$ cat src/rtl/axis_to_vector_tdest.sv
// Reassembles tdest-filtered AXI-stream frames into a held parallel vector; malformed frames are
// dropped and flagged. Define AXIS_TO_VECTOR_ERR_COUNT_EN to add the saturating err_count output.
module axis_to_vector_tdest #(
    parameter int unsigned VEC_BYTES  = 2,
    parameter int unsigned AXIS_BYTES = 1,
    parameter bit          MSB_FIRST  = 1'b0,
    parameter int unsigned TDEST      = 0,
    parameter int unsigned DEST_WIDTH = 4
) (
    input  logic                    clk,
    input  logic                    sreset,
    input  logic [AXIS_BYTES*8-1:0] axis_tdata,
    input  logic                    axis_tvalid,
    output logic                    axis_tready,
    input  logic                    axis_tlast,
    input  logic [AXIS_BYTES-1:0]   axis_tkeep,
    input  logic [DEST_WIDTH-1:0]   axis_tdest,
    output logic [VEC_BYTES*8-1:0]  vec,
    output logic                    vec_valid,
    output logic                    err_short,
    output logic                    err_long
`ifdef AXIS_TO_VECTOR_ERR_COUNT_EN
    ,
    output logic [15:0]             err_count
`endif
);

    localparam int unsigned BEAT_W  = AXIS_BYTES * 8;
    localparam int unsigned VEC_W   = VEC_BYTES * 8;
    localparam int unsigned CTR_MAX = VEC_BYTES / AXIS_BYTES - 1;
    localparam int unsigned CTR_W   = (CTR_MAX > 0) ? $clog2(CTR_MAX + 1) : 1;
    localparam logic [CTR_W-1:0] CTR_INIT = MSB_FIRST ? CTR_W'(CTR_MAX) : '0;
    localparam logic [CTR_W-1:0] CTR_LAST = MSB_FIRST ? '0 : CTR_W'(CTR_MAX);

    if (AXIS_BYTES == 0 || VEC_BYTES == 0 || (VEC_BYTES % AXIS_BYTES) != 0) begin : gen_bad_cfg
        $error("VEC_BYTES must be a nonzero multiple of AXIS_BYTES");
    end

    typedef enum logic [0:0] {StCollect, StDiscard} state_e;

    state_e             state_q, state_d;
    logic [CTR_W-1:0]   ctr_q, ctr_d;
    logic [VEC_W-1:0]   cap_q, cap_d, cap_merged;
    logic [VEC_W-1:0]   vec_q, vec_d;
    logic               vec_valid_q, vec_valid_d;
    logic               err_short_q, err_short_d;
    logic               err_long_q, err_long_d;
    logic               accept;
    logic               at_last;
    logic               unused_tkeep;

    // tkeep carries no information here: every byte of a beat is treated as valid.
    assign unused_tkeep = ^axis_tkeep;

    assign axis_tready = !sreset;
    assign accept      = axis_tvalid & axis_tready & (axis_tdest == DEST_WIDTH'(TDEST));
    assign at_last     = (ctr_q == CTR_LAST);

    always_comb begin
        cap_merged = cap_q;
        cap_merged[int'(ctr_q) * BEAT_W +: BEAT_W] = axis_tdata;
    end

    always_ff @(posedge clk) begin
        if (sreset) begin
            state_q     <= StCollect;
            ctr_q       <= CTR_INIT;
            cap_q       <= '0;
            vec_q       <= '0;
            vec_valid_q <= 1'b0;
            err_short_q <= 1'b0;
            err_long_q  <= 1'b0;
        end else begin
            state_q     <= state_d;
            ctr_q       <= ctr_d;
            cap_q       <= cap_d;
            vec_q       <= vec_d;
            vec_valid_q <= vec_valid_d;
            err_short_q <= err_short_d;
            err_long_q  <= err_long_d;
        end
    end

    always_comb begin
        state_d = state_q;
        ctr_d   = ctr_q;
        if (accept) begin
            unique case (state_q)
                StCollect: begin
                    if (!at_last && !axis_tlast) begin
                        ctr_d = MSB_FIRST ? ctr_q - CTR_W'(1) : ctr_q + CTR_W'(1);
                    end else begin
                        ctr_d = CTR_INIT;
                        if (at_last && !axis_tlast) begin
                            state_d = StDiscard;
                        end
                    end
                end
                StDiscard: begin
                    if (axis_tlast) begin
                        state_d = StCollect;
                    end
                end
                default: state_d = StCollect;
            endcase
        end
    end

    always_comb begin
        cap_d       = cap_q;
        vec_d       = vec_q;
        vec_valid_d = 1'b0;
        err_short_d = 1'b0;
        err_long_d  = 1'b0;
        if (accept && state_q == StCollect) begin
            if (!at_last && !axis_tlast) begin
                cap_d = cap_merged;
            end else if (!at_last) begin
                err_short_d = 1'b1;
            end else if (axis_tlast) begin
                vec_d       = cap_merged;
                vec_valid_d = 1'b1;
            end else begin
                err_long_d = 1'b1;
            end
        end
    end

    assign vec       = vec_q;
    assign vec_valid = vec_valid_q;
    assign err_short = err_short_q;
    assign err_long  = err_long_q;

`ifdef AXIS_TO_VECTOR_ERR_COUNT_EN
    logic [15:0] err_cnt_q;

    always_ff @(posedge clk) begin
        if (sreset) begin
            err_cnt_q <= '0;
        end else if ((err_short_d || err_long_d) && err_cnt_q != 16'hFFFF) begin
            err_cnt_q <= err_cnt_q + 16'd1;
        end
    end

    assign err_count = err_cnt_q;
`endif

endmodule
$ cat config.mk
export PLATFORM = sky130hd
export DESIGN_NAME = axis_to_vector_tdest
export DESIGN_NICKNAME = d
export VERILOG_FILES = /design/src/rtl/axis_to_vector_tdest.sv
export SDC_FILE = /design/constraint.sdc
export NUM_CORES = 1
export LEC_CHECK = 0
export CAP_MARGIN = 20
export CORE_ASPECT_RATIO = 0.75
export CORE_MARGIN = 2
export CORE_UTILIZATION = 40
export DETAILED_ROUTE_END_ITERATION = 8
export PLACE_DENSITY = 0.78
export SYNTH_ARGS = -nofsm -noshare
export SYNTH_HDL_FRONTEND = slang
export SYNTH_SLANG_ARGS = --single-unit
$ cat constraint.sdc
create_clock -name clk -period 1.6 [get_ports clk]
set_input_delay 0.16 -clock clk [delete_from_list [all_inputs] [get_ports clk]]
set_output_delay 0.16 -clock clk [all_outputs]
set_load 0.01 [all_outputs]
==> impl_summary.txt, run 1 <==
----------------------------------------------------
[Floorplan]
  Core region area ... ~2600 µm²
  Initial core utilization ... 0.422
  Placement row count ... 16
  Die area ... between 3000 and 4000 µm²
  Width of the die ... 64.8 µm
  Top-level I/O count ... 37
  Die Height ... between 40 and 50 µm

[Layout]
  Utilization after layout ... 0.609
  Net total in the final layout ... around 170
  Area Growth Syn to Fin ... 44.2%
  Diode count ... 0
  Layout fillers ... between 200 and 250
  Fraction of final layout cells sized beyond drive strength 1 ... 0.108

[Worst setup path]
  CP startpoint kind ... input port
  Longest individual stage delay on the worst path ... around 0.46 ns
  Cell Chain, Critical Path ... clkdlybuf4s50_1, nor4b_4, and4_4, buf_12, mux2i_1
  Data arrival time of the critical path ... approximately 1.6 ns
  RR Endpoint ... vec[9]$_SDFFE_PP0P_
  Length in cells of the worst reg-to-reg path ... 4
  Required time worst endpoint ... around 1.8 ns
  Type of element capturing the critical path ... register
  Worst path slowest cell ... sky130_fd_sc_hd__clkdlybuf4s50_1
  FF-to-FF Start ... state_q$_SDFFE_PP0N_
  Minimum setup slack among reg-to-reg paths ... ~0.25 ns
  Category of the critical setup timing path ... in -> reg
  Maximum net fanout on the critical path ... 12

[Placed design]
  Placer Congestion ... between 0.6 and 0.7
  Sum of net half-perimeters after detailed placement ... approximately 1600 µm
  Total of buffers placed on input and output ports ... 35
  Pre-CTS WS ... -0.0435 ns

[Routing]
  Sum of routed wire length over all layers ... between 2000 and 2500 µm
  Mean number of vias per cell ... 4.84
  Antenna viol nets, final ... 0
  Detailed-router iteration count before antenna repair ... 4
  Vias after detailed routing ... 890
  Per-cell routed wire length ... approximately 12 µm
  Number of DRC violations after detailed-routing iteration 0 ... 20
  DRC violation count after routing ... 0

[Hold path]
  Hold Crit Endpoint ... vec[4]$_SDFFE_PP0P_
  Hold Path Depth ... 2
  Start point of the worst hold path ... vec[4]$_SDFFE_PP0P_
  Worst Hold Class ... reg -> reg

[Logic synthesis]
  Commonest register cell after synthesis ... sky130_fd_sc_hd__dfxtp_1
  Share of the synthesized area in the top cell type ... 0.524
  Number of synthesized flops with an enable pin ... 0
  Synthesis Warnings ... 0
  Post-synthesis cell area ... ~1100 µm²
  Synthesized area divided by synthesized cell count ... 10.4 µm²
  Fraction of registers with async set or reset after synthesis ... 0
  Cell type contributing the most total cell area after synthesis ... sky130_fd_sc_hd__dfxtp_1
  Portion of the post-synthesis area used by sequential elements ... 0.524
  Library cell with the highest instance count after synthesis ... sky130_fd_sc_hd__nand2_1
  Distinct cell type count of the synthesized netlist ... 19
  Nets in the synthesized netlist ... around 120
  Gate count after technology mapping ... around 110
  Flip-flop and latch count after synthesis ... 29
  Top cells by area, synth ... sky130_fd_sc_hd__dfxtp_1, sky130_fd_sc_hd__mux2i_1, sky130_fd_sc_hd__nand2_1
  Leading post-synthesis cells by instance count ... sky130_fd_sc_hd__nand2_1, sky130_fd_sc_hd__dfxtp_1, sky130_fd_sc_hd__mux2i_1

[STA]
  Highest clock rate ... between 700 and 800 MHz
  Post-Route Skew ... around 0.006 ns
  Number of hold-slack violations in the final timing report ... 0
  Share of the cycle needed by the critical path after routing ... 0.868
  Worst slew pin tran ... ~0.3 ns
  Final setup violating endpoints ... 0
  Unrepaired setup endpoints after global routing ... false
  Final critical delay including setup and external delays ... around 1.4 ns
  Final slew viol count ... 0
  Least setup slack across all paths after layout ... about 0.21 ns
  Normalized max-slew margin ... 0.799

[Clocking]
  TritonCTS clock tree ... yes
  Number of buffers created by CTS ... 5
  CTS Hold Bufs ... 0
  Largest buffer count on any clock path ... 2
  Total of cells resized after clock tree synthesis ... 0
  Number of buffers inserted to repair setup after CTS ... 0
  Clock sink total ... 29
  CTS Root Cell ... sky130_fd_sc_hd__clkbuf_8
  Clock Latency Late Sink ... around 0.28 ns
  Clk pin slew, worst setup/hold paths ... around 0.060 ns
  Count of H-tree levels built during CTS ... 2

[GRT]
  Pin count of the biggest net entering global routing ... 33
  Vias in the first global route ... around 860
  Global route total overflow ... 0
  First-pass GRT wire length ... about 3900 µm
  Initial antenna violation count ... 0
  Overall track demand over capacity in global routing ... 0.167

[Flow run]
  Number of max-cap violations ... 0

[Power]
  Total power divided by cell area ... around 900 nW/µm²
  Worst vdd ir ... between 0.6 and 0.7 mV
  Overall power consumption ... roughly 1400 µW
  Static leakage ... 0.000626 µW

[Outcome]
  Run status ... finished, final reports clean

----------------------------------------------------
[how the worst max path moves through the flow]
stage / startpoint / end / slack, ns / depth (start not counted)
6_report: sreset / vec[9]$_SDFFE_PP0P_ / 0.21 / 5
5_1_grt: sreset / vec[9]$_SDFFE_PP0P_ / 0.14 / 5
4_1_cts: sreset / axis_tready / 0.03 / 4
3_5_place_dp: sreset / vec[2]$_SDFFE_PP0P_ / -0.04 / 5
3_3_place_gp: sreset / vec[9]$_SDFFE_PP0P_ / -0.01 / 5
2_1_floorplan: state_q$_SDFFE_PP0N_ / vec[10]$_SDFFE_PP0P_ / 0.24 / 5
[state kept, by name, summed over array words and instances (netlist names)]
register   count
at_last        1
vec_valid      1
vec           16
cap_q          8
err_long       1
err_short      1
state_q        1
[worst max-delay path: cells and delay by family]
kind	cells	cell delay (ns)
AND/OR/NAND/NOR	2	0.60
buffers and inverters	2	0.61
multiplexers	1	0.21
[cell type report]
cell class,count,area (µm²),area share
Inverter,1,3.75,0.00235
Tap cell,36,45.0,0.0282
Sequential cell,29,581,0.364
Multi-Input combinational cell,69,463,0.290
Timing Repair Buffer,42,418,0.262
Clock buffer,7,86.3,0.0541
[power by group]
group          total (µW)  internal (µW)  switching (µW)  leakage (µW)
registers             724            724           0.504      0.000233
clock network         588            340             248     0.0000443
logic                83.2           47.5            35.7      0.000349
[per-layer routing]
| metal | vias up | global-route usage | routed length (µm) |
|---|---|---|---|
| met5 | - | 0 | 0 |
| met4 | 0 | 0.0638 | 15 |
| met3 | 3 | 0.103 | 199 |
| met2 | 32 | 0.242 | 1040 |
| met1 | 411 | 0.200 | 1000 |
| li1 | 444 | - | - |
[cells in the final DEF, fill, tap and decap left out, types with 2 or more instances in the layout]
cell type	count
sky130_fd_sc_hd__clkbuf_8	6
sky130_fd_sc_hd__clkdlybuf4s50_1	34
sky130_fd_sc_hd__nand2_1	33
sky130_fd_sc_hd__mux2i_1	24
sky130_fd_sc_hd__nor2_1	2
sky130_fd_sc_hd__buf_4	6
sky130_fd_sc_hd__dfxtp_1	29
[logic make-up (layout without fill, tap and decap cells)]
kind of cell / count (synthesis) / count (layout) / synth area share
AO/OA/AOI/OAI: 4 / 4 / 0.0271
buffers and inverters: 8 / 50 / 0.0576
flip-flops: 29 / 29 / 0.524
multiplexers: 24 / 24 / 0.217
AND/OR/NAND/NOR: 41 / 41 / 0.174
[through the flow]
| stage | TNS, ns | cell area (µm²) | hold slack, ns | instances |
|---|---|---|---|---|
| 5_1_grt | 0 | 1600 | 0.458 | 184 |
| 2_1_floorplan | 0 | 1110 | 0.239 | 106 |
| 3_5_place_dp | -0.732 | 1510 | 0.447 | 177 |
| 6_report | 0 | 1600 | 0.457 | 184 |
| 3_3_place_gp | -0.0829 | 1510 | 0.444 | 177 |
| 4_1_cts | 0 | 1590 | 0.456 | 184 |
No activity file was read; power rests on OpenSTA's default activity.
==> run 2, diff against run 1 <==
--- a/config.mk
+++ b/config.mk
@@ -9,6 +9,7 @@
 export CORE_ASPECT_RATIO = 0.75
 export CORE_MARGIN = 2
 export CORE_UTILIZATION = 40
+export CTS_CLUSTER_DIAMETER = 150
 export DETAILED_ROUTE_END_ITERATION = 8
 export PLACE_DENSITY = 0.78
 export SYNTH_ARGS = -nofsm -noshare
==> results of run 2 <==
The final DEF is identical to that of run 1; final timing and power are the same.
